### src/rtl/fft_spi_arbiter.sv
// fft_spi_arbiter: shares one FFT engine between two SPI sample channels, one whole frame at a time, round-robin on ties
module fft_spi_arbiter #(
    parameter int BIT_WIDTH = 32,
    parameter int N_SAMPLES = 8
) (
    input  logic                 clk,
    input  logic                 reset,
    input  logic [BIT_WIDTH-1:0] req0_msg,
    input  logic                 req0_val,
    output logic                 req0_rdy,
    input  logic [BIT_WIDTH-1:0] req1_msg,
    input  logic                 req1_val,
    output logic                 req1_rdy,
    output logic [BIT_WIDTH-1:0] fft_in_msg,
    output logic                 fft_in_val,
    input  logic                 fft_in_rdy,
    input  logic [BIT_WIDTH-1:0] fft_out_msg,
    input  logic                 fft_out_val,
    output logic                 fft_out_rdy,
    output logic [BIT_WIDTH-1:0] resp0_msg,
    output logic                 resp0_val,
    input  logic                 resp0_rdy,
    output logic [BIT_WIDTH-1:0] resp1_msg,
    output logic                 resp1_val,
    input  logic                 resp1_rdy,
    output logic                 grant,
    output logic                 busy
);
    localparam int CW = $clog2(N_SAMPLES) + 1;
    localparam logic [CW-1:0] LAST = CW'(N_SAMPLES - 1);

    typedef enum logic [1:0] {IDLE, LOAD, DRAIN} state_t;

    state_t        state_q;
    logic          grant_q;
    logic          last_grant_q;
    logic [CW-1:0] in_cnt_q;
    logic [CW-1:0] out_cnt_q;
    logic          load;
    logic          drain;
    logic          in_fire;
    logic          out_fire;

    assign load     = state_q == LOAD;
    assign drain    = state_q == DRAIN;
    assign in_fire  = fft_in_val & fft_in_rdy;
    assign out_fire = fft_out_val & fft_out_rdy;
    assign grant    = grant_q;
    assign busy     = state_q != IDLE;

    // Zero-latency steering: granted request stream into the FFT in LOAD, FFT results back to it in DRAIN
    always_comb begin
        fft_in_msg  = load ? (grant_q ? req1_msg : req0_msg) : '0;
        fft_in_val  = load & (grant_q ? req1_val : req0_val);
        req0_rdy    = load & ~grant_q & fft_in_rdy;
        req1_rdy    = load & grant_q & fft_in_rdy;
        fft_out_rdy = drain & (grant_q ? resp1_rdy : resp0_rdy);
        resp0_msg   = (drain & ~grant_q) ? fft_out_msg : '0;
        resp1_msg   = (drain & grant_q) ? fft_out_msg : '0;
        resp0_val   = drain & ~grant_q & fft_out_val;
        resp1_val   = drain & grant_q & fft_out_val;
    end

    // Frame sequencing: arbitrate in IDLE, count N inputs in LOAD, count N results in DRAIN
    always_ff @(posedge clk or posedge reset) begin
        if (reset) begin
            state_q      <= IDLE;
            grant_q      <= 1'b0;
            last_grant_q <= 1'b1;
            in_cnt_q     <= '0;
            out_cnt_q    <= '0;
        end else begin
            case (state_q)
                IDLE: if (req0_val | req1_val) begin
                    grant_q <= (req0_val & req1_val) ? ~last_grant_q : req1_val;
                    state_q <= LOAD;
                end
                LOAD: if (in_fire) begin
                    in_cnt_q <= (in_cnt_q == LAST) ? '0 : in_cnt_q + 1'b1;
                    if (in_cnt_q == LAST) state_q <= DRAIN;
                end
                DRAIN: if (out_fire) begin
                    out_cnt_q <= (out_cnt_q == LAST) ? '0 : out_cnt_q + 1'b1;
                    if (out_cnt_q == LAST) begin
                        last_grant_q <= grant_q;
                        state_q      <= IDLE;
                    end
                end
                default: state_q <= IDLE;
            endcase
        end
    end
endmodule

### config.mk
export PLATFORM = sky130hd
export DESIGN_NAME = fft_spi_arbiter
export DESIGN_NICKNAME = d
export VERILOG_FILES = /design/src/rtl/fft_spi_arbiter.sv
export SDC_FILE = /design/constraint.sdc
export NUM_CORES = 1
export LEC_CHECK = 0
export ABC_AREA = 1
export BUFFER_PORTS_ARGS = -buffer_cell sky130_fd_sc_hd__buf_4
export CORE_AREA = 2 2 82 84
export DETAILED_ROUTE_END_ITERATION = 7
export DIE_AREA = 0 0 84 86
export PLACE_DENSITY = 0.75
export SLEW_MARGIN = 20
export SYNTH_ARGS = -nofsm -noshare
export SYNTH_HDL_FRONTEND = slang
export SYNTH_SLANG_ARGS = --single-unit
### constraint.sdc
create_clock -name clk -period 1.55 [get_ports clk]
set_input_delay 0.465 -clock clk [delete_from_list [all_inputs] [get_ports clk]]
set_output_delay 0.465 -clock clk [all_outputs]
set_load 0.01 [all_outputs]
* Word level (Yosys, flattened, before mapping) *
Index checks and enable logic that the tools add are counted.

operators by class
  add/subtract/negate cells = 2
  eq/ne operators = 9
  multiplexer cells = 15
  bitwise logic cells = 16
  reduce and logical (&&, ||, !) cells = 7

operator list
  kind                                                                      number
  32-bit two-way mux                                                        4
  1-bit AND                                                                 13
  2-bit two-way mux                                                         5
  4-bit by 1-bit adder with 4-bit output (second input constant)            2
  4-bit by 3-bit equality test with 1-bit output (second input constant)    2
  4-bit two-way mux                                                         2
  2-bit by 1-bit inequality test with 1-bit output (second input constant)  4
  2-bit one-hot mux with 3 select lines                                     1
  2-bit AND reduction                                                       3
  5-bit AND reduction                                                       1
  1-bit two-way mux                                                         3
  3-bit AND reduction                                                       1
  2-bit by 1-bit equality test with 1-bit output (second input constant)    1
  2-bit equality test (second input constant)                               1
  2-bit logical NOT                                                         1
  2-bit inequality test (second input constant)                             1
  1-bit NOT                                                                 2
  2-bit nonzero test                                                        1
  1-bit OR                                                                  1

storage, ports and cells
  bits in registers = 12
  output and inout port bits = 104
  logic and storage cells = 54

* Depth between registers and ports, before layout *
Gate-level depths: netlist of run 1.

  word-level depth = 5
  gate-level depth with buffers = 6
  depth with buffers taken out = 6

* Least setup slack after synthesis of run 1 *
No wires, ideal clock.

  kind = register -> output
  from = register state_q[1]
  to = output resp0_msg[10]
  data arrival time = 1.106 ns
  path slack = -0.021 ns
  cell stages (with the launch flop) = 6
  path buffers = 1
  cell sequence = dfrtp_1 -> inv_2 -> nor2_4 -> nand2_4 -> buf_6 -> nor2_1

on the way
  longest elaborated chain between the ends = 3

ends and longest elaborated chain
  what                      line  source
  start: declaration        34    state_t state_q;
  start signal: assignment  67    state_q <= IDLE;
  start signal: assignment  76    state_q <= LOAD;
  start signal: assignment  80    if (in_cnt_q == LAST) state_q <= DRAIN;
  2-bit equality test       45    assign drain = state_q == DRAIN;
  1-bit AND                 58    resp0_msg = (drain & ~grant_q) ? fft_out_msg : '0;
  32-bit two-way mux        58
  end: declaration          20    output logic [BIT_WIDTH-1:0] resp0_msg,

Every way passes these cells.

* Worst setup path in the final report of run 1 *
  from = register state_q[0]
  to = output fft_in_msg[2]

on the way
  longest elaborated chain between the ends = 2

ends and longest elaborated chain
  what                                            line  source
  2-bit by 1-bit equality test with 1-bit output  44    assign load = state_q == LOAD;
  32-bit two-way mux                              53    fft_in_msg = load ? (grant_q ? req1_msg : req0_msg) : '0;
  end: declaration                                14    output logic [BIT_WIDTH-1:0] fft_in_msg,

Every way passes these cells.

==> summary.md, run 1 <==
| Metric | Value |
|---|---|
| Antenna violations before repair | 0 |
| IO Pins | 208 |
| Avg Cell Area, Syn | around 5.4 sq um |
| Worst slack, placed | -0.1445 ns |
| CTS tree | done |
| DR pass1 iterations | 6 |
| CP Capture Type | output pin |
| Reg clk slew, reported paths | 0.05 ns |
| CTS H-tree lvls | 1 |
| Synthesized cell area | about 0.0017 sq mm |
| Overall routing resource usage | a little under a fifth |
| Number of max-cap violations | 0 |
| RR Endpoint | out_cnt_q[1] |
| Leak pwr | between 2 and 2.5 nW |
| Total Routed Length | 8.933 mm |
| CP startpoint | state_q[0] |
| Wire length per cell | 14.77 microns |
| DRC | 0 |
| Critical Path Source Type | flip-flop |
| Die width | 84 microns |
| Primary FF master, synth | dfrtp_1 |
| Clk root buf | clkbuf_8 |
| PortBufs | about 210 |
| Starting Density | 26.91% |
| Sequential share of the synthesized area | 17.85% |
| Vias | 2931 |
| Slowest stage delay, CP | about 0.41 ns |
| Worst-Skew Late Latency | approximately 0.24 ns |
| Setup total negative slack | -31.09 ns |
| Top delay family on crit path | buffers and inverters |
| Clock sink total | 12 |
| Top cell type's share of synthesized area | 21.04% |
| Slew HR | 70.83% |
| Crit-path cells | inv_2, nor2_4, buf_12, clkbuf_16, nand3_1, nand2_1, buf_6 |
| Critical path peak fanout | 18 |
| Synth Register Bits | 12 |
| P per Cell Area | 1052 mW/mm^2 |
| CP arrival | 1.45 ns |
| Layout cells sized above 1 | 59.85% |
| Fill cell total of the finished layout | 509 |
| Cell taking the most area after synthesis | nand3_1 |
| Syn Inst Count | 310 |
| Fin nets | 635 |
| Top post-synthesis cells by area | nand3_1 21%, dfrtp_1 16%, nor2_1 15% |
| Minimum clock period | 1.916 ns |
| Vias per inst | 4.845 |
| Yosys warning count | 0 |
| Status | finished with violations |
| Hold crit path type | primary input to async pin |
| Clock Path Buffers | 2 |
| Final setup fails | ~100 |
| Failing checks | negative setup slack |
| Unrepaired setup endpoints after global routing | true |
| Final Util | 67.47% |
| Hold Fails Final Rpt | 0 |
| Vias in the first global route | 2516 |
| DP HPWL | between 5 and 6 mm |
| Remaining global-route overflow | 0 |
| Tcrit/Tclk final | 123.6% |
| Crit path buf inv count | 4 |
| Worst R2R Path Depth | 8 |
| CP Capture Point | fft_in_msg[2] |
| First-pass GRT wire length | 11.44 mm |
| Fmax achieved | 521.9 MHz |
| Core Area | 0.006277 sq mm |
| Setup slack, reg-to-reg | 0.08 ns |
| Num rows | 29 |
| FFs w/ async S/R, synth | 100.0% |
| Most numerous cell in the Yosys netlist | nand3_1 |
| CTS buffer count | 3 |
| WS Path Type | flip-flop to output pin |
| Slew Limit Fails | 0 |
| Layout Skew | about 0.0024 ns |
| Worst-Margin Slew | about 0.44 ns |
| Total nets after synthesis | approximately 420 |
| Reg-to-reg startpoint | grant |
| Synth cell types | 23 |
| Routability cong. | 0.8310 |
| Die H | 86 microns |
| CP max stage cell | dfrtp_1 |
| Commonest cells in the netlist | 71 x nand3_1, 69 x nor2_1, 63 x nand2_1 |
| Routed Antenna Nets | 0 |
| Area Overhead vs Synth | 150.7% |
| DRT iter0 DRCs | 62 |
| Worst path required time | approximately 1.1 ns |
| Pwr Total | 0.004457 W |
| Post-synth EDFFs | 0 |
| Worst path depth | 7 |
| Final setup margin | -0.3660 ns |
| Largest net degree at the start of global routing | 37 |
| VDD IR max | 0.001103 V |
| # diodes | 0 |
| Die ar. | 0.007224 sq mm |
flip-flops by register name, indices dropped and copies added, names as in the netlist:
| signal | count |
|---|---|
| grant | 1 |
| in_cnt_q | 4 |
| state_q | 2 |
| out_cnt_q | 4 |
| last_grant_q | 1 |
placed cells by master, fill, tap and decap left out, drive strengths merged:
cell	instances
buf	224
nand3	72
nor2	72
nand2	71
inv	47
dfrtp	11
o21ai	8
clkbuf	8
nand4	5
or2	2
xnor2	2
ha	2
nor4	2
and2	1
dfstp	1
per-stage QoR:
stage          instance area, sq um  hold WS [ns]  instances
4_1_cts                        3536        0.2405        595
3_5_place_dp                   3338        0.4671        586
6_report                       4235        0.2275        605
5_1_grt                        4235        0.2688        605
2_1_floorplan                  1689        0.3290        310
3_3_place_gp                   3338        0.4683        586
power breakdown:
group          internal (W)  switching, W  total (W)
Clock              0.000224      0.000111   0.000335
Combinational       0.00177       0.00187    0.00364
Sequential         0.000386     0.0000991   0.000485
Total               0.00238       0.00208    0.00446
how the worst min path moves through the flow:
stage / cells past startpoint / slack, ns / to
3_5_place_dp: 2 / 0.47 / last_grant_q
4_1_cts: 2 / 0.24 / out_cnt_q[2]
5_1_grt: 2 / 0.27 / out_cnt_q[2]
2_1_floorplan: 1 / 0.33 / grant
3_3_place_gp: 2 / 0.47 / last_grant_q
6_report: 2 / 0.23 / out_cnt_q[2]
final cells by class:
| class | count | area [sq um] | share of cell area [%] |
|---|---|---|---|
| repair buffers | 228 | 2029 | 47.92 |
| multi-input cells | 237 | 1569 | 37.05 |
| clock buffers | 4 | 55.05 | 1.300 |
| well taps | 77 | 96.34 | 2.275 |
| inverters | 47 | 181.4 | 4.284 |
| flip-flops and latches | 12 | 304.0 | 7.179 |
routing by layer:
metal | track usage (%) | wire length (microns) | vias to the layer above | share of wire (%)
met5 | 0 | 0 | - | 0
met4 | 3.519 | 170 | 0 | 1.9
met3 | 3.850 | 691 | 20 | 7.7
met2 | 36.80 | 4818 | 171 | 54
met1 | 20.89 | 3252 | 1318 | 36
li1 | - | - | 1422 | -
kinds of logic after synthesis:
family          after synthesis  synth area share (%)
simple gates                219                 58.44
buf+inv                      67                 18.81
compound gates                8                 2.370
fa+ha+maj                     2                 1.481
flops                        12                 17.85
xor+xnor                      2                 1.037
what timing repair did:
| item | CTS | global route |
|---|---|---|
| setup endpoints to repair | 103 | 105 |
| resized for setup | 21 | 140 |
| pin swaps | 3 | 7 |
| gates cloned | 2 | 8 |
| setup buffers | 3 | 2 |
| hold buffers | 0 | 0 |
Note: power is estimated with default switching activity, not from simulation.
==> run 2, diff against run 1 <==
- clock period: 1.55 -> 1.8 ns (I/O delays scaled with it)
==> summary.md, run 2 (same netlist as run 1, synthesis figures left out) <==
| Metric | Value |
|---|---|
| Status | finished with violations |
| Failing checks | negative setup slack |
| Starting Density | 26.91% (unchanged) |
| Clock share of power | 7.5% (about the same) |
| Setup total negative slack | -13.57 ns (+17.52 ns) |
| DRT iter0 DRCs | 79 (+27%) |
| Remaining global-route overflow | 0 (unchanged) |
| First-pass GRT wire length | 11.57 mm (+1.1%) |
| Fill cell total of the finished layout | 562 (+10%) |
| DP HPWL | 5.702 mm (-3.6%) |
| Internal power | 0.002166 W (-9.0%) |
| Worst-Skew Late Latency | 0.24 ns (about the same) |
| RR Endpoint | in_cnt_q[3] |
| Fmax achieved | 506.1 MHz |
| Hold crit path type | primary input to async pin |
| CP Capture Type | output pin |
| Final setup margin | -0.1758 ns (+0.1902 ns) |
| Layout Skew | 0.002827 ns (+0.0004253 ns) |
| IO Pins | 208 (unchanged) |
| Die ar. | 0.007224 sq mm (unchanged) |
| VDD IR max | 0.0007877 V (-29%) |
| Setup slack, reg-to-reg | 0.19 ns (+0.11 ns) |
| Post-Layout Cell Count | 599 (-0.99%) |
| Hold Fails Final Rpt | 0 (unchanged) |
| Unrepaired setup endpoints after global routing | true |
| Core Area | 0.006277 sq mm (unchanged) |
| Clk root buf | clkbuf_8 |
| Minimum clock period | 1.976 ns |
| Number of max-cap violations | 0 (unchanged) |
| Sequential Power Share | 10.9% (about the same) |
| CTS Hold Bufs | 0 (unchanged) |
| Antenna violations before repair | 0 (unchanged) |
| Die width | 84 microns (unchanged) |
| # diodes | 0 (unchanged) |
| NetSw | 0.001786 W (-14%) |
| Gate power share | 81.6% (about the same) |
| DRC | 0 (unchanged) |
| Wire length per cell | 13.49 microns (-8.6%) |
| Reg-to-reg startpoint | state_q[1] |
| Area Overhead vs Synth | 122.7% |
| P per Cell Area | 1051 mW/mm^2 (-0.15%) |
| Clock sink total | 12 (unchanged) |
| PortBufs | 207 (unchanged) |
| Critical path peak fanout | 5 (-13) |
| Biggest regs | in_cnt_q (4), out_cnt_q (4), state_q (2) |
| Reg clk slew, reported paths | 0.06 ns (about the same) |
| Leak pwr | 2.231 nW (-0.20%) |
| Largest net degree at the start of global routing | 41 (+11%) |
| Vias | 2783 (-5.0%) |
| Vias in the first global route | 2567 (+2.0%) |
| CP arrival | 1.44 ns (about the same) |
| Die H | 86 microns (unchanged) |
| Final setup fails | 101 (-1.9%) |
| Worst path required time | 1.26 ns (+0.18 ns) |
| Most frequent cells in the layout | 210 x buf_4, 67 x nand3_1, 62 x nand2_1 |
| CTS tree | done |
| Overall routing resource usage | 18.68% (-0.060 points) |
| Most common library cell in the layout ignoring fill and taps | buf_4 |
| Total Routed Length | 8.080 mm (-9.5%) |
| Slew HR | 69.75% (-1.1 points) |
| Slew Limit Fails | 0 (unchanged) |
| Routed Antenna Nets | 0 (unchanged) |
| Fin nets | 629 (-0.94%) |
| Switching Share | 45.20% (-1.4 points) |
| Layout cells sized above 1 | 53.07% (-6.8 points) |
| Clock Path Buffers | 2 (unchanged) |
| Routability cong. | 0.7998 (-3.8%) |
| Worst R2R Path Depth | 7 (-1) |
| WS Path Type | flip-flop to output pin |
| CTS H-tree lvls | 1 (unchanged) |
| Critical Path Source Type | flip-flop |
| DR pass1 iterations | 5 (-1) |
| Tcrit/Tclk final | 109.8% |
| Pwr Total | 0.003952 W (-11%) |
| Worst-Margin Slew | 0.4533 ns (+0.01627 ns) |
| Num rows | 29 (unchanged) |
| Vias per inst | 4.646 (-4.1%) |
| CTS buffer count | 3 (unchanged) |
| Placed insts | 582 (-0.68%) |
| Worst slack, placed | 0.08235 ns (+0.2269 ns) |
==> run 2: cell types whose count changed in the layout (fill, tap and decap cells not counted), moves of 2 or more <==
cell,before,now
nor4_4,0,2
nand3_1,69,67
nor2_4,42,5
nor2_1,9,48
buf_4,173,210
nand2_8,8,1
inv_4,2,0
buf_16,0,2
nor2_2,21,19
buf_6,44,6
==> run 2: how the worst max path moves through the flow <==
stage,start,to,slack [ns],depth (start not counted)
floorplan,state_q[1],resp0_msg[10],0.15,5
finish,state_q[1],resp1_msg[11],-0.18,6
detailed placement,grant,resp0_msg[26],0.08,4
global route,state_q[1],fft_in_msg[14],-0.24,6
global placement,grant,req0_rdy,0.07,3
CTS,grant,resp0_msg[26],-0.18,4
==> run 2: final cells by class <==
cell class              count  area, sq um  area share [%]
clock buffers               4        55.05           1.464
well taps                  77        96.34           2.562
repair buffers            228         1919           51.03
inverters                  47        181.4           4.824
multi-input cells         231         1204           32.00
flip-flops and latches     12        305.3           8.117
==> run 2: what timing repair did <==
action / in CTS / in global routing
pin swaps: 0 / 6
setup buffers: 2 / 6
gates resized for setup: 4 / 45
endpoints found under the setup margin: 103 / 102
cloned: 2 / 4
==> run 2: critical path, stage by stage, from the launching register on <==
cell and delay, ns:
dfrtp_2 0.42, inv_2 0.06, nor2_4 0.21, nand2_4 0.11, buf_4 0.17, nor2_1 0.10
buf_4 0.13
==> run 2: power groups by stage <==
| stage | combinational (W) | sequential (W) | clock [W] |
|---|---|---|---|
| 6_report | 0.00323 | 0.000429 | 0.000297 |
| 5_1_grt | 0.00347 | 0.000434 | 0.000322 |
| 4_1_cts | 0.00276 | 0.000408 | 0.000296 |
| 3_5_place_dp | 0.00250 | 0.000412 | 0 |
| 3_3_place_gp | 0.00246 | 0.000403 | 0 |
| 2_1_floorplan | 0.00136 | 0.000400 | 0 |
==> run 2: metal layers <==
metal  up-vias  GRT usage [%]  wire length (microns)
li1       1388              -                      -
met1      1237          22.52                   3128
met2       150          34.62                   4169
met3         8          4.331                    734
met4         0          2.639                     48
met5         -              0                      0
==> run 2: through the flow <==
| step | instance area [sq um] | hold slack, ns | utilization [%] |
|---|---|---|---|
| after floorplan | 1689 | 0.4040 | - |
| after global placement | 3321 | 0.4694 | 52.90 |
| after detailed placement | 3321 | 0.4818 | 52.90 |
| after CTS | 3467 | 0.3293 | 55.23 |
| after global routing | 3761 | 0.3456 | 59.92 |
| final | 3761 | 0.3038 | 59.92 |
==> run 3, diff against run 2 <==
- SETUP_SLACK_MARGIN: unset -> 0.2
- SLEW_MARGIN: 20 -> 10
==> summary.md, run 3 (same netlist as run 1, synthesis figures left out) <==
| Metric | Value |
|---|---|
| Die H | 86 microns (unchanged) |
| Remaining global-route overflow | 0 (unchanged) |
| CTS Hold Bufs | 0 (unchanged) |
| Slew Limit Fails | 0 (unchanged) |
| Final Util | 64.38% (+4.5 points) |
| Clk root buf | clkbuf_8 |
| Crit-path cells | inv_2, nor2_4, buf_12, clkbuf_16, nand3_1, nand2_1, buf_6 |
| IO Pins | 208 (unchanged) |
| CP max stage cell | dfrtp_2 |
| Slowest stage delay, CP | 0.40 ns (-0.02 ns) |
| Pwr Total | 0.004077 W (+3.2%) |
| Reg-to-reg startpoint | state_q[0] |
| Top delay family on crit path | buffers and inverters |
| Hold crit path type | primary input to async pin |
| Total Routed Length | 8.439 mm (+4.4%) |
| Routed Antenna Nets | 0 (unchanged) |
| Tcrit/Tclk final | 109.0% (-0.81 points) |
| CP arrival | 1.42 ns (-0.02 ns) |
| CP Capture Type | output pin |
| Clock Path Buffers | 2 (unchanged) |
| Status | finished with violations |
| Area Overhead vs Synth | 139.3% |
| Unrepaired setup endpoints after global routing | true |
| Number of max-cap violations | 0 (unchanged) |
| P per Cell Area | 1009 mW/mm^2 (-4.0%) |
| CP startpoint | state_q[0] |
| PortBufs | 207 (unchanged) |
| DRC | 0 (unchanged) |
| WS Path Type | flip-flop to output pin |
| CTS tree | done |
| Minimum clock period | 1.961 ns (-0.01451 ns) |
| Reg clk slew, reported paths | 0.05 ns (about the same) |
| Overall routing resource usage | 19.24% (+0.56 points) |
| DP HPWL | 5.760 mm (+1.0%) |
| Leak pwr | 2.256 nW (+1.1%) |
| Routability cong. | 0.8271 (+3.4%) |
| Layout Skew | 0.003272 ns (+0.0004448 ns) |
| Final setup fails | 102 (+0.99%) |
| Worst R2R Path Depth | 8 (+1) |
| Core Area | 0.006277 sq mm (unchanged) |
| Starting Density | 26.91% (unchanged) |
| Critical path peak fanout | 5 (unchanged) |
| Die ar. | 0.007224 sq mm (unchanged) |
| Fmax achieved | 509.9 MHz (+0.74%) |
| Num rows | 29 (unchanged) |
| Clock sink total | 12 (unchanged) |
| VDD IR max | 0.0008939 V (+13%) |
| Setup slack, reg-to-reg | 0.39 ns (+0.20 ns) |
| DR pass1 iterations | 4 (-1) |
| RR Endpoint | in_cnt_q[2] |
| Vias in the first global route | 2591 (+0.93%) |
| DRT iter0 DRCs | 60 (-24%) |
| Crit path buf inv count | 4 (+1) |
| Biggest regs | in_cnt_q (4), out_cnt_q (4), state_q (2) |
| Critical Path Source Type | flip-flop |
| Vias | 2901 (+4.2%) |
| # diodes | 0 (unchanged) |
| Die width | 84 microns (unchanged) |
| Vias per inst | 4.771 (+2.7%) |
| CTS H-tree lvls | 1 (unchanged) |
| Failing checks | negative setup slack |
| CTS buffer count | 3 (unchanged) |
| Hold slack | 0.2977 ns (-0.006091 ns) |
| Worst path required time | 1.26 ns (about the same) |
| Fin nets | 638 (+1.4%) |
| Hold Fails Final Rpt | 0 (unchanged) |
| Most common library cell in the layout ignoring fill and taps | buf_4 |
| Worst-Margin Slew | 0.4126 ns (-0.04071 ns) |
| Layout cells sized above 1 | 58.57% (+5.5 points) |
| Final setup margin | -0.1613 ns (+0.01451 ns) |
| Largest net degree at the start of global routing | 41 (unchanged) |
| First-pass GRT wire length | 11.82 mm (+2.1%) |
| Wire length per cell | 13.88 microns (+2.9%) |
| Antenna violations before repair | 0 (unchanged) |
| CP Capture Point | fft_in_msg[2] |
| Worst-Skew Late Latency | 0.23 ns (about the same) |
| Worst path depth | 7 (+1) |
| Slew HR | 72.46% (+2.7 points) |
| Most frequent cells in the layout | 197 x buf_4, 62 x nand3_1, 59 x nand2_1 |
[run 3: layer usage]
metal  vias up  global-route usage (%)  wire length, microns
met5         -                       0                     0
met2       145                   38.69                  4716
met1      1334                   21.40                  3007
met4         0                   2.346                    42
li1       1416                       -                     -
met3         6                   3.657                   672
[run 3: repair_timing]
item / CTS / global route
resized for setup: 23 / 88
setup endpoints to repair: 103 / 107
pin swaps: 4 / 12
buffers inserted: 8 / 4
cloned: 2 / 7
endpoints found under the hold margin: 0 / 0
[run 3: where the power goes]
group	switching (W)	leakage [nW]	internal, W	total, W
Clock	0.0000898	0.0288	0.000192	0.000282
Combinational	0.00169	2.08	0.00169	0.00338
Sequential	0.0000796	0.151	0.000335	0.000414
[run 3: layout make-up]
cell class / count / area [sq um]
clock buffers: 4 / 55.05
well taps: 77 / 96.34
multi-input cells: 235 / 1429
fillers: 552 / 2236
repair buffers: 233 / 1976
flip-flops and latches: 12 / 304.0
inverters: 47 / 181.4
[run 3: worst min path at each step]
stage	slack [ns]	endpoint
2_1_floorplan	0.40	grant
3_3_place_gp	0.47	last_grant_q
3_5_place_dp	0.47	last_grant_q
4_1_cts	0.31	out_cnt_q[3]
5_1_grt	0.34	out_cnt_q[3]
6_report	0.30	in_cnt_q[1]
[run 3: worst register-to-register path: stages (launching register included)]
cell and delay, ns:
dfrtp_2 0.40, inv_2 0.07, nor2_4 0.15, buf_4 0.14
buf_6 0.10, buf_4 0.12, nand3_2 0.15, nand2_1 0.09
o21ai_0 0.08
[run 3: metrics by stage]
stage	cells	setup TNS (ns)	instance area, sq um	setup WS (ns)
floorplan	310	0	1693	0.1536
global placement	583	0	3303	0.09494
detailed placement	583	0	3303	0.07865
CTS	597	-9.830	3563	-0.1266
global route	608	-17.72	4041	-0.2416
finish	608	-9.576	4041	-0.1613
